$ cat config.mk
export PLATFORM = sky130hd
export DESIGN_NAME = conv_frame_ctrl
export DESIGN_NICKNAME = d
export VERILOG_FILES = /design/src/rtl/conv_ctrl_pkg.sv /design/src/rtl/conv_valid_dly.sv /design/src/rtl/conv_frame_ctrl.sv
export SDC_FILE = /design/constraint.sdc
export NUM_CORES = 1
export LEC_CHECK = 0
export CAP_MARGIN = 20
export CORE_MARGIN = 2
export CORE_UTILIZATION = 59
export CTS_CLUSTER_SIZE = 10
export DETAILED_ROUTE_END_ITERATION = 10
export GPL_ROUTABILITY_DRIVEN = 0
export PLACE_DENSITY = 0.84
export RECOVER_POWER = 25
export SKIP_CTS_REPAIR_TIMING = 1
export SLEW_MARGIN = 20
export SYNTH_ARGS = -nofsm -noshare
export SYNTH_HDL_FRONTEND = slang
export SYNTH_SLANG_ARGS = --single-unit
$ cat constraint.sdc
create_clock -name iCLK -period 8.9 [get_ports iCLK]
set_input_delay 0.89 -clock iCLK [delete_from_list [all_inputs] [get_ports iCLK]]
set_output_delay 0.89 -clock iCLK [all_outputs]
set_load 0.02 [all_outputs]
$ cat src/rtl/conv_ctrl_pkg.sv
// Shared state type, default geometry and coordinate width for the conv frame sequencer.
// Latency: none; this file holds declarations only.
// Backpressure: none; this file holds declarations only.
package conv_ctrl_pkg;

    localparam int COORD_W      = 11;
    localparam int DEF_IMG_W    = 1280;
    localparam int DEF_IMG_H    = 960;
    localparam int DEF_BORDER   = 10;
    localparam int DEF_PIPE_LAT = 2;

    typedef enum logic [1:0] {
        IDLE,
        PRIME,
        ACTIVE,
        DONE
    } ctrlState_t;

endpackage

$ cat src/rtl/conv_valid_dly.sv
// DEPTH-stage 1-bit delay line that carries the window-valid flag alongside the filter datapath.
// Latency: DEPTH cycles from iD to oQ.
// Backpressure: none; it shifts every cycle, and reset flushes every stage at once.
module conv_valid_dly #(
    parameter int DEPTH = 2
) (
    input  logic iCLK,
    input  logic iRST,
    input  logic iD,
    output logic oQ
);

    logic [DEPTH-1:0] shiftQ;

    // Advance the flag one stage per clock; reset empties the whole line.
    always_ff @(posedge iCLK or negedge iRST) begin
        if (!iRST) begin
            shiftQ <= '0;
        end else begin
            shiftQ[0] <= iD;
            for (int i = 1; i < DEPTH; i++) begin
                shiftQ[i] <= shiftQ[i-1];
            end
        end
    end

    assign oQ = shiftQ[DEPTH-1];

endmodule

$ cat src/rtl/conv_frame_ctrl.sv
// Frame sequencer: pixel coordinates, line-buffer enable, border mask and per-frame direction latch.
// Latency: coordinates 1 cycle after acceptance; oWIN_VALID 1+PIPE_LAT cycles; oLB_EN combinational.
// Backpressure: none, the sensor stream cannot be stalled. CONV_CTRL_STATS_EN adds the oFRAME_CNT counter.
module conv_frame_ctrl
    import conv_ctrl_pkg::*;
#(
    parameter int IMG_W    = DEF_IMG_W,
    parameter int IMG_H    = DEF_IMG_H,
    parameter int BORDER   = DEF_BORDER,
    parameter int PIPE_LAT = DEF_PIPE_LAT
) (
    input  logic               iCLK,
    input  logic               iRST,
    input  logic               iFVAL,
    input  logic               iDVAL,
    input  logic               iSW,
    output logic [COORD_W-1:0] oX_Cont,
    output logic [COORD_W-1:0] oY_Cont,
    output logic               oLB_EN,
    output logic               oIsHorz,
    output logic               oWIN_VALID,
    output logic               oBUSY,
    output logic               oFRAME_DONE,
    output logic               oFRAME_ERR
`ifdef CONV_CTRL_STATS_EN
    ,
    output logic [15:0]        oFRAME_CNT
`endif
);

    ctrlState_t         state, nextState;
    logic               fvalPrev, fvalArmed, fvalRise, fvalFall;
    logic               running, accept, startFrame, shortEnd;
    logic               pixSeen, ovf, inBorder, inBorderQ;
    logic [COORD_W-1:0] pixX, pixY;

    // A rising edge only counts after iFVAL has been seen low since reset,
    // so a frame already in flight when reset releases is never picked up halfway.
    assign fvalRise = iFVAL & ~fvalPrev & fvalArmed;
    assign fvalFall = ~iFVAL & fvalPrev;
    assign running  = (state == PRIME) || (state == ACTIVE);
    assign oLB_EN   = iDVAL & running;
    // The pixel that coincides with the frame-end edge is dropped.
    assign accept   = oLB_EN & ~fvalFall;
    assign shortEnd = running & fvalFall &
                      ((state == PRIME) || (oY_Cont < COORD_W'(IMG_H - 1)));

    // Coordinate of the pixel being accepted now; the registers hold the previous one.
    always_comb begin
        pixX = oX_Cont;
        pixY = oY_Cont;
        ovf  = 1'b0;
        if (!pixSeen) begin
            pixX = '0;
            pixY = '0;
        end else if (oX_Cont == COORD_W'(IMG_W - 1)) begin
            if (oY_Cont == COORD_W'(IMG_H - 1)) begin
                ovf = 1'b1;
            end else begin
                pixX = '0;
                pixY = oY_Cont + 1'b1;
            end
        end else begin
            pixX = oX_Cont + 1'b1;
        end
    end

    assign inBorder = accept && !ovf && (state == ACTIVE) &&
                      (pixX >= COORD_W'(BORDER)) && (pixX < COORD_W'(IMG_W - BORDER)) &&
                      (pixY >= COORD_W'(BORDER)) && (pixY < COORD_W'(IMG_H - BORDER));

    // Next-state decode; a frame can start from IDLE or straight out of DONE.
    always_comb begin
        nextState  = state;
        startFrame = 1'b0;
        case (state)
            IDLE: begin
                if (fvalRise) begin
                    nextState  = PRIME;
                    startFrame = 1'b1;
                end
            end
            PRIME: begin
                if (fvalFall) begin
                    nextState = DONE;
                end else if (accept && !ovf && (pixX == COORD_W'(IMG_W - 1)) &&
                             (pixY == COORD_W'(1))) begin
                    nextState = ACTIVE;
                end
            end
            ACTIVE: begin
                if (fvalFall) begin
                    nextState = DONE;
                end
            end
            DONE: begin
                if (fvalRise) begin
                    nextState  = PRIME;
                    startFrame = 1'b1;
                end else begin
                    nextState = IDLE;
                end
            end
            default: nextState = IDLE;
        endcase
    end

    // State register.
    always_ff @(posedge iCLK or negedge iRST) begin
        if (!iRST) begin
            state <= IDLE;
        end else begin
            state <= nextState;
        end
    end

    // Edge detect, coordinate counters, direction latch, sticky error and registered status.
    always_ff @(posedge iCLK or negedge iRST) begin
        if (!iRST) begin
            fvalPrev    <= 1'b0;
            fvalArmed   <= 1'b0;
            pixSeen     <= 1'b0;
            oX_Cont     <= '0;
            oY_Cont     <= '0;
            oIsHorz     <= 1'b0;
            oFRAME_ERR  <= 1'b0;
            oBUSY       <= 1'b0;
            oFRAME_DONE <= 1'b0;
            inBorderQ   <= 1'b0;
        end else begin
            fvalPrev    <= iFVAL;
            oBUSY       <= (nextState == PRIME) || (nextState == ACTIVE);
            oFRAME_DONE <= (nextState == DONE);
            inBorderQ   <= inBorder;
            if (!iFVAL) begin
                fvalArmed <= 1'b1;
            end
            if (startFrame) begin
                pixSeen    <= 1'b0;
                oX_Cont    <= '0;
                oY_Cont    <= '0;
                oIsHorz    <= iSW;
                oFRAME_ERR <= 1'b0;
            end else begin
                if (accept) begin
                    pixSeen <= 1'b1;
                    oX_Cont <= pixX;
                    oY_Cont <= pixY;
                    if (ovf) begin
                        oFRAME_ERR <= 1'b1;
                    end
                end
                if (shortEnd) begin
                    oFRAME_ERR <= 1'b1;
                end
            end
        end
    end

    conv_valid_dly #(
        .DEPTH (PIPE_LAT)
    ) u_win_dly (
        .iCLK (iCLK),
        .iRST (iRST),
        .iD   (inBorderQ),
        .oQ   (oWIN_VALID)
    );

`ifdef CONV_CTRL_STATS_EN
    // Count frames that finished cleanly; wraps naturally at 16 bits.
    always_ff @(posedge iCLK or negedge iRST) begin
        if (!iRST) begin
            oFRAME_CNT <= '0;
        end else if (oFRAME_DONE && !oFRAME_ERR) begin
            oFRAME_CNT <= oFRAME_CNT + 1'b1;
        end
    end
`endif

endmodule

==> results.py <==
metrics = {
    "status": {
        "status": "finished, violations left",
        "violations": "max-capacitance violations, max-slew violations",
    },
    "routing": {
        "drtPass1Iterations": 6,
        "drtAntennaViolNets": 0,
        "drcViolationCount": 0,
        "post_drt_via_cell_ratio": 6.635,
        "routed_wl_mm": 6.464,
        "post_drt_wl_per_cell_um": 18.16,
        "dr.first_iter.drc_count": 371,
        "vias": 2362,
    },
    "sta": {
        "timing.final.hold_violations": 0,
        "timing.final.max_slew_violations": 35,
        "setup_viol": 0,
        "fin_setup_tns_ns": 0,
        "fin_skew_ns": 0.005555,
        "rsz0062_at_grt": "no",
        "max_freq_ghz": 0.2851,
        "fin_crit_ns": 3.508,
        "slew_headroom_pct": -19.97,
        "period_share_pct": 39.41,
        "worst_slew_pin_slew_ns": 1.799,
    },
    "global_route": {
        "grtUsageTotal_pct": 30.36,
        "overflow": 0,
        "grt_pass1_wl_mm": 10.42,
        "grt_max_degree": 35,
        "grt_antenna_before_repair": 0,
        "grt_pass1_vias": 2176,
    },
    "floorplanning": {
        "core_area_sq_mm": 0.003971,
        "rows": 23,
        "fp.dieW_um": 68.08,
        "io_pins": 33,
        "die_y_um": 68.08,
        "dieArea_sq_mm": 0.004634,
        "initial_core_util_pct": 61.00,
    },
    "logic_synthesis": {
        "synth_ff_type": "dfrtp_1",
        "yosysUniqueCellTypes": 61,
        "avgSynthCellArea_sq_um": 8.713,
        "yosysWarnings": 0,
        "synth_largest_area_cell": "dfrtp_1",
        "synth_nets": 290,
        "synth_cells": 278,
        "ys_seq_area_share_pct": 35.12,
        "syn_area_sq_mm": 0.002422,
        "synth_edf_count": 0,
        "synth_async_sr_flop_share_pct": 100.0,
        "synth.area.top_cells": "dfrtp_1 (35%), nand2_1 (5.1%), nor2_1 (4.5%), o21ai_0 (4.3%), ha_1 (3.6%)",
        "synth_top_area_share_pct": 35.12,
        "ys_seq_elements": 34,
    },
    "worst_setup_path": {
        "arrival_ns": 3.68,
        "crit_top_cell": "ha_1",
        "crit_required_ns": 9.08,
        "setup.worst_path.end_class": "register",
        "path_buf_inv": 0,
        "critPathLaunchType": "register",
        "critPathKind": "reg2reg",
        "slowest_delay_ns": 0.51,
        "critical_path.cell_chain": "ha_1, and3_1, nand4_2, o31a_1, o21ai_0, nand4_1, nor4_2, o211ai_1, ha_1",
        "crit_slowest_cell": "dfrtp_1",
        "crit_family": "simple AND/OR/NAND/NOR gates",
        "cp_max_fo": 11,
    },
    "worst_hold_path": {
        "hold_path.class": "reg2reg",
    },
    "power_and_ir_drop": {
        "power.total_w": 0.0005397,
        "internal_power_w": 0.0003309,
        "p_clk_share_pct": 25.1,
        "power_frac_comb_pct": 36.7,
        "ir_worst_vdd_mv": 0.1709,
        "p_switching_w": 0.0002089,
        "sequentialPowerShare_pct": 38.1,
        "power_density_mw_per_mm2": 188.8,
        "p_leak_nw": 1.115,
        "switching_share_pct": 38.70,
    },
    "place": {
        "dp_hpwl_mm": 4.564,
        "dp.cells": 348,
        "io_buffers": 32,
    },
    "cts": {
        "cts_made_buffers": 5,
        "cts_tree": "done",
        "clockBufferDepth": 2,
        "clk_latency_ns": 0.29,
        "cts.sinks": 34,
        "htreeDepth": 2,
        "clk_pin_slew_ns": 0.07,
        "cts_root_buf": "clkbuf_8",
    },
    "run": {
        "drv_cap": 1,
    },
    "cells_and_area": {
        "num_antenna_cells": 0,
        "syn2layout_area_growth_pct": 18.03,
        "fin_nets": 317,
        "final_common_cell": "dfrtp_1",
        "drive_gt1_share_pct": 9.804,
        "final_cell_mix": "dfrtp_1 (34), nand2_1 (33), clkdlybuf4s50_1 (30)",
        "nFillCells": 306,
        "instances_no_fill": 356,
    },
}
[per-stage QoR]
step | area (sq um) | util [%] | setup WS [ns] | hold slack, ns
2_1_floorplan | 2422 | - | 5.956 | 0.3312
3_3_place_gp | 2753 | 69.31 | 5.451 | 0.3326
3_5_place_dp | 2753 | 69.31 | 5.294 | 0.3434
4_1_cts | 2863 | 72.09 | 5.462 | 0.3587
5_1_grt | 2859 | 71.99 | 5.231 | 0.3615
6_report | 2859 | 71.99 | 5.392 | 0.3569
[cell type report]
cell class	count	area, sq um	share of cell area, %
clock buffers	8	110.1	3.851
inverters	5	18.77	0.6565
multi-input cells	225	1485	51.95
flip-flops and latches	34	850.8	29.76
well taps	50	62.56	2.188
repair buffers	34	331.6	11.60
[sequential cells by signal, indices dropped and copies added, names as in the netlist]
register and cells:
oIsHorz 1, oFRAME_DONE 1, fvalArmed 1, oY_Cont 11, state 2, oX_Cont 11
oBUSY 1, fvalPrev 1, oFRAME_ERR 1, u_win_dly.shiftQ 2, pixSeen 1, inBorderQ 1
[cell usage after synthesis, drive strengths merged (3+ instances only)]
cell	instances
dfrtp	34
nand2	33
nor2	29
o21ai	21
nand3	12
nor3	11
nor4	10
a21oi	9
a31oi	8
buf	7
clkbuf	7
ha	7
nand4	7
a22o	6
and2	6
xnor2	6
inv	5
and3	4
mux2	4
nand2b	4
and4	3
nand3b	3
nor2b	3
o21a	3
[worst paths after layout]
path / startpoint / to / slack [ns] / depth (start not counted)
min: u_win_dly.shiftQ[0]$_DFF_PN0_ / u_win_dly.shiftQ[1]$_DFF_PN0_ / 0.36 / 0
max reg2reg: oX_Cont[0]$_DFFE_PN0N_ / oBUSY$_DFF_PN0_ / 5.39 / 9
max in group asynchronous: iRST / oX_Cont[3]$_DFFE_PN0N_ / 6.25 / 2
min reg2reg: u_win_dly.shiftQ[0]$_DFF_PN0_ / u_win_dly.shiftQ[1]$_DFF_PN0_ / 0.36 / 0
max: oX_Cont[0]$_DFFE_PN0N_ / oBUSY$_DFF_PN0_ / 5.39 / 9
min in group asynchronous: iRST / inBorderQ$_DFF_PN0_ / 1.62 / 2
[cell families after synthesis]
| group | after synthesis | share of synthesized area (%) |
|---|---|---|
| AOI/OAI and AO/OA | 70 | 21.02 |
| and+or+nand+nor | 135 | 31.51 |
| muxes | 5 | 2.273 |
| adders and majority gates | 7 | 3.616 |
| DFF | 34 | 35.12 |
| xor gates and xnor gates | 8 | 2.893 |
| buffers and inverters | 19 | 3.564 |
[power groups by stage]
| stage | logic [W] | clock network [W] | registers [W] |
|---|---|---|---|
| after floorplan | 0.000127 | 0 | 0.000206 |
| after global placement | 0.000191 | 0 | 0.000207 |
| after detailed placement | 0.000196 | 0 | 0.000207 |
| after CTS | 0.000199 | 0.000135 | 0.000204 |
| after global routing | 0.000217 | 0.000144 | 0.000208 |
| final | 0.000198 | 0.000136 | 0.000206 |
[per-layer routing]
layer / GRT usage (%) / part of all wire, % / vias up
li1: - / - / 1095
met1: 40.75 / 42 / 1098
met2: 47.57 / 46 / 140
met3: 6.414 / 8.1 / 29
met4: 12.50 / 3.4 / 0
met5: 0 / 0 / -
(Power assumes the default switching activity.)
==> RTL change, RTL diff (same settings) <==
Add an input register stage for `iFVAL`, with the module's reset; this delays it by one clock. The other inputs are not delayed to match.
--- a/src/rtl/conv_frame_ctrl.sv
+++ b/src/rtl/conv_frame_ctrl.sv
@@ -28,6 +28,16 @@
 `endif
 );
 
+    logic iFVAL_q;
+
+    always_ff @(posedge iCLK or negedge iRST) begin
+        if (!iRST) begin
+            iFVAL_q <= '0;
+        end else begin
+            iFVAL_q <= iFVAL;
+        end
+    end
+
     ctrlState_t         state, nextState;
     logic               fvalPrev, fvalArmed, fvalRise, fvalFall;
     logic               running, accept, startFrame, shortEnd;
@@ -36,8 +46,8 @@
 
     // A rising edge only counts after iFVAL has been seen low since reset,
     // so a frame already in flight when reset releases is never picked up halfway.
-    assign fvalRise = iFVAL & ~fvalPrev & fvalArmed;
-    assign fvalFall = ~iFVAL & fvalPrev;
+    assign fvalRise = iFVAL_q & ~fvalPrev & fvalArmed;
+    assign fvalFall = ~iFVAL_q & fvalPrev;
     assign running  = (state == PRIME) || (state == ACTIVE);
     assign oLB_EN   = iDVAL & running;
     // The pixel that coincides with the frame-end edge is dropped.
@@ -128,11 +138,11 @@
             oFRAME_DONE <= 1'b0;
             inBorderQ   <= 1'b0;
         end else begin
-            fvalPrev    <= iFVAL;
+            fvalPrev    <= iFVAL_q;
             oBUSY       <= (nextState == PRIME) || (nextState == ACTIVE);
             oFRAME_DONE <= (nextState == DONE);
             inBorderQ   <= inBorder;
-            if (!iFVAL) begin
+            if (!iFVAL_q) begin
                 fvalArmed <= 1'b1;
             end
             if (startFrame) begin
Function: changed (Yosys sat finds a counterexample within 4 cycles, from zero or initial values and one cycle with iRST low).
==> RTL change against the unedited design <==
The run still ends with capacitance limit, slew limit left; global-route usage increased by 0.50 points; highest routed layer unchanged; sequential cell count increased by 1; total power increased by 3.1%; setup slack improved by 0.065 ns; largest power group unchanged; fmax increased by 1.9%; critical endpoint unchanged; routed wire length increased by 1.8%; synthesized cell count increased by 0.36%; final area increased by 0.74%; synthesized area increased by 1.0%.
==> RTL change: results (changes against the unedited design) <==
Cells and area
  – Fin nets: 318 (+0.32%)
  – Share of post-route cells with drive strength above 1: 9.48% (-0.33 points)
  – Final-layout fill cell count: 316 (+3.3%)

Min path
  – Hold path endpoint: u_win_dly.shiftQ[0]$_DFF_PN0_
  – Hold Startpoint: inBorderQ$_DFF_PN0_

Worst setup path
  – Reg2Reg Setup Slack: 5.46 ns (+0.06 ns)
  – Reg2reg path depth: 9 (unchanged)
  – CP arrival: 3.62 ns (-0.06 ns)
  – CP max FO: 9 (-2)

Global route
  – First-pass GRT wire length: 10,600 µm (+1.5%)
  – GRT Util Overall: 30.9% (+0.50 points)
  – Largest net degree at the start of global routing: 36 (+2.9%)
  – Vias in the first global route: 2,139 (-1.7%)

Clock network
  – TritonCTS Buffers: 5 (unchanged)
  – Root buf cell: clkbuf_8

Yosys
  – Commonest cells post-synth: dfrtp_1 (35), nand2_1 (33), nor2_1 (29)
  – Syn avg cell area: 8.77 µm² (+0.67%)
  – Syn_nets: 291 (+0.34%)
  – Cells taking the most area after synthesis: dfrtp_1 (36%), nand2_1 (5.1%), nor2_1 (4.4%)
  – Post-synthesis sequential area ratio: 35.8% (+0.66 points)

Drt
  – Iteration count of the initial detailed-routing pass: 5 (-1)
  – Vias post-DR: 2,434 (+3.0%)
  – Avg WL per Cell: 18.5 µm (+1.8%)
  – Initial drt markers: 387 (+4.3%)

Outcome
  – Outcome: complete, but fails checks
  – Violated checks: capacitance limit, slew limit

Place
  – Placed Instances: 349 (+0.29%)
  – Place WS: 5.35 ns (+0.0568 ns)
  – Placement Cell Area: 2780 µm² (+0.91%)
  – Post-DP HPWL: 4650 µm (+1.8%)

Power
  – Clock power frac: 25.5% (+0.4 points)
  – PD cells: 193 nW/µm² (+2.4%)
  – Switch Pwr: 0.217 mW (+3.7%)
  – Combinational gate power: 0.203 mW (+3%)
  – Worst ir drop on vdd: 0.000212 V (+24%)
  – LEAKAGE: 1.12 nW (+0.39%)

Timing
  – Max-slew violations: 36 (+2.9%)
  – Relative slew margins: -29.4% (-9.4 points)
  – Hold slack: 0.349 ns (-0.00810 ns)
  – Final clock skew: 0.00419 ns (-0.00137 ns)

Job
  – Max-cap viol count: 1 (unchanged)
## RTL change: changes by cell type after synthesis
cell / delta
dfrtp_1: +1
## RTL change: layout make-up
type	count	area, µm²	area share [%]
Inverter	5	18.8	0.652
Sequential cell	35	876	30.4
Timing Repair Buffer	34	332	11.5
Multi-Input combinational cell	225	1490	51.6
Tap cell	50	62.6	2.17
Clock inverter	2	37.5	1.30
Clock buffer	5	68.8	2.39
## RTL change: how the worst max path moves through the flow
stage,start,to,slack (ns),cells after the start
floorplan,oX_Cont[0]$_DFFE_PN0N_,oBUSY$_DFF_PN0_,5.96,11
global placement,iDVAL,oBUSY$_DFF_PN0_,5.55,9
detailed placement,iDVAL,oBUSY$_DFF_PN0_,5.35,9
CTS,oX_Cont[0]$_DFFE_PN0N_,oBUSY$_DFF_PN0_,5.53,9
global route,oX_Cont[0]$_DFFE_PN0N_,oBUSY$_DFF_PN0_,5.28,9
finish,oX_Cont[0]$_DFFE_PN0N_,oBUSY$_DFF_PN0_,5.46,9
## RTL change: cell families (layout without fill, tap and decap cells)
logic type	count (synthesis)	count (layout)	share of synthesized area, %
AND/OR/NAND/NOR	135	135	31.2
flip-flops	35	35	35.8
adder cells (fa/ha/maj)	7	7	3.58
AO/OA/AOI/OAI	70	70	20.8
multiplexers	5	5	2.25
XOR/XNOR	8	8	2.86
buffers and inverters	19	46	3.53
## RTL change: worst max-delay path, cell delays in order, from the launching register on
cell and delay [ns]:
dfrtp_1 0.50, ha_1 0.38, nand3_1 0.27, nor4_4 0.61, nand2_1 0.20, o21ai_0 0.26, nand3b_1 0.20, nor4_2 0.41
o211ai_1 0.18, ha_1 0.32
## RTL change: metal layers
metal  vias up  track usage [%]  wire [µm]
li1       1102                -          -
met1      1159             42.3       2700
met2       150             44.8       3040
met3        23             8.06        663
met4         0             15.0        170
met5         -                0          0
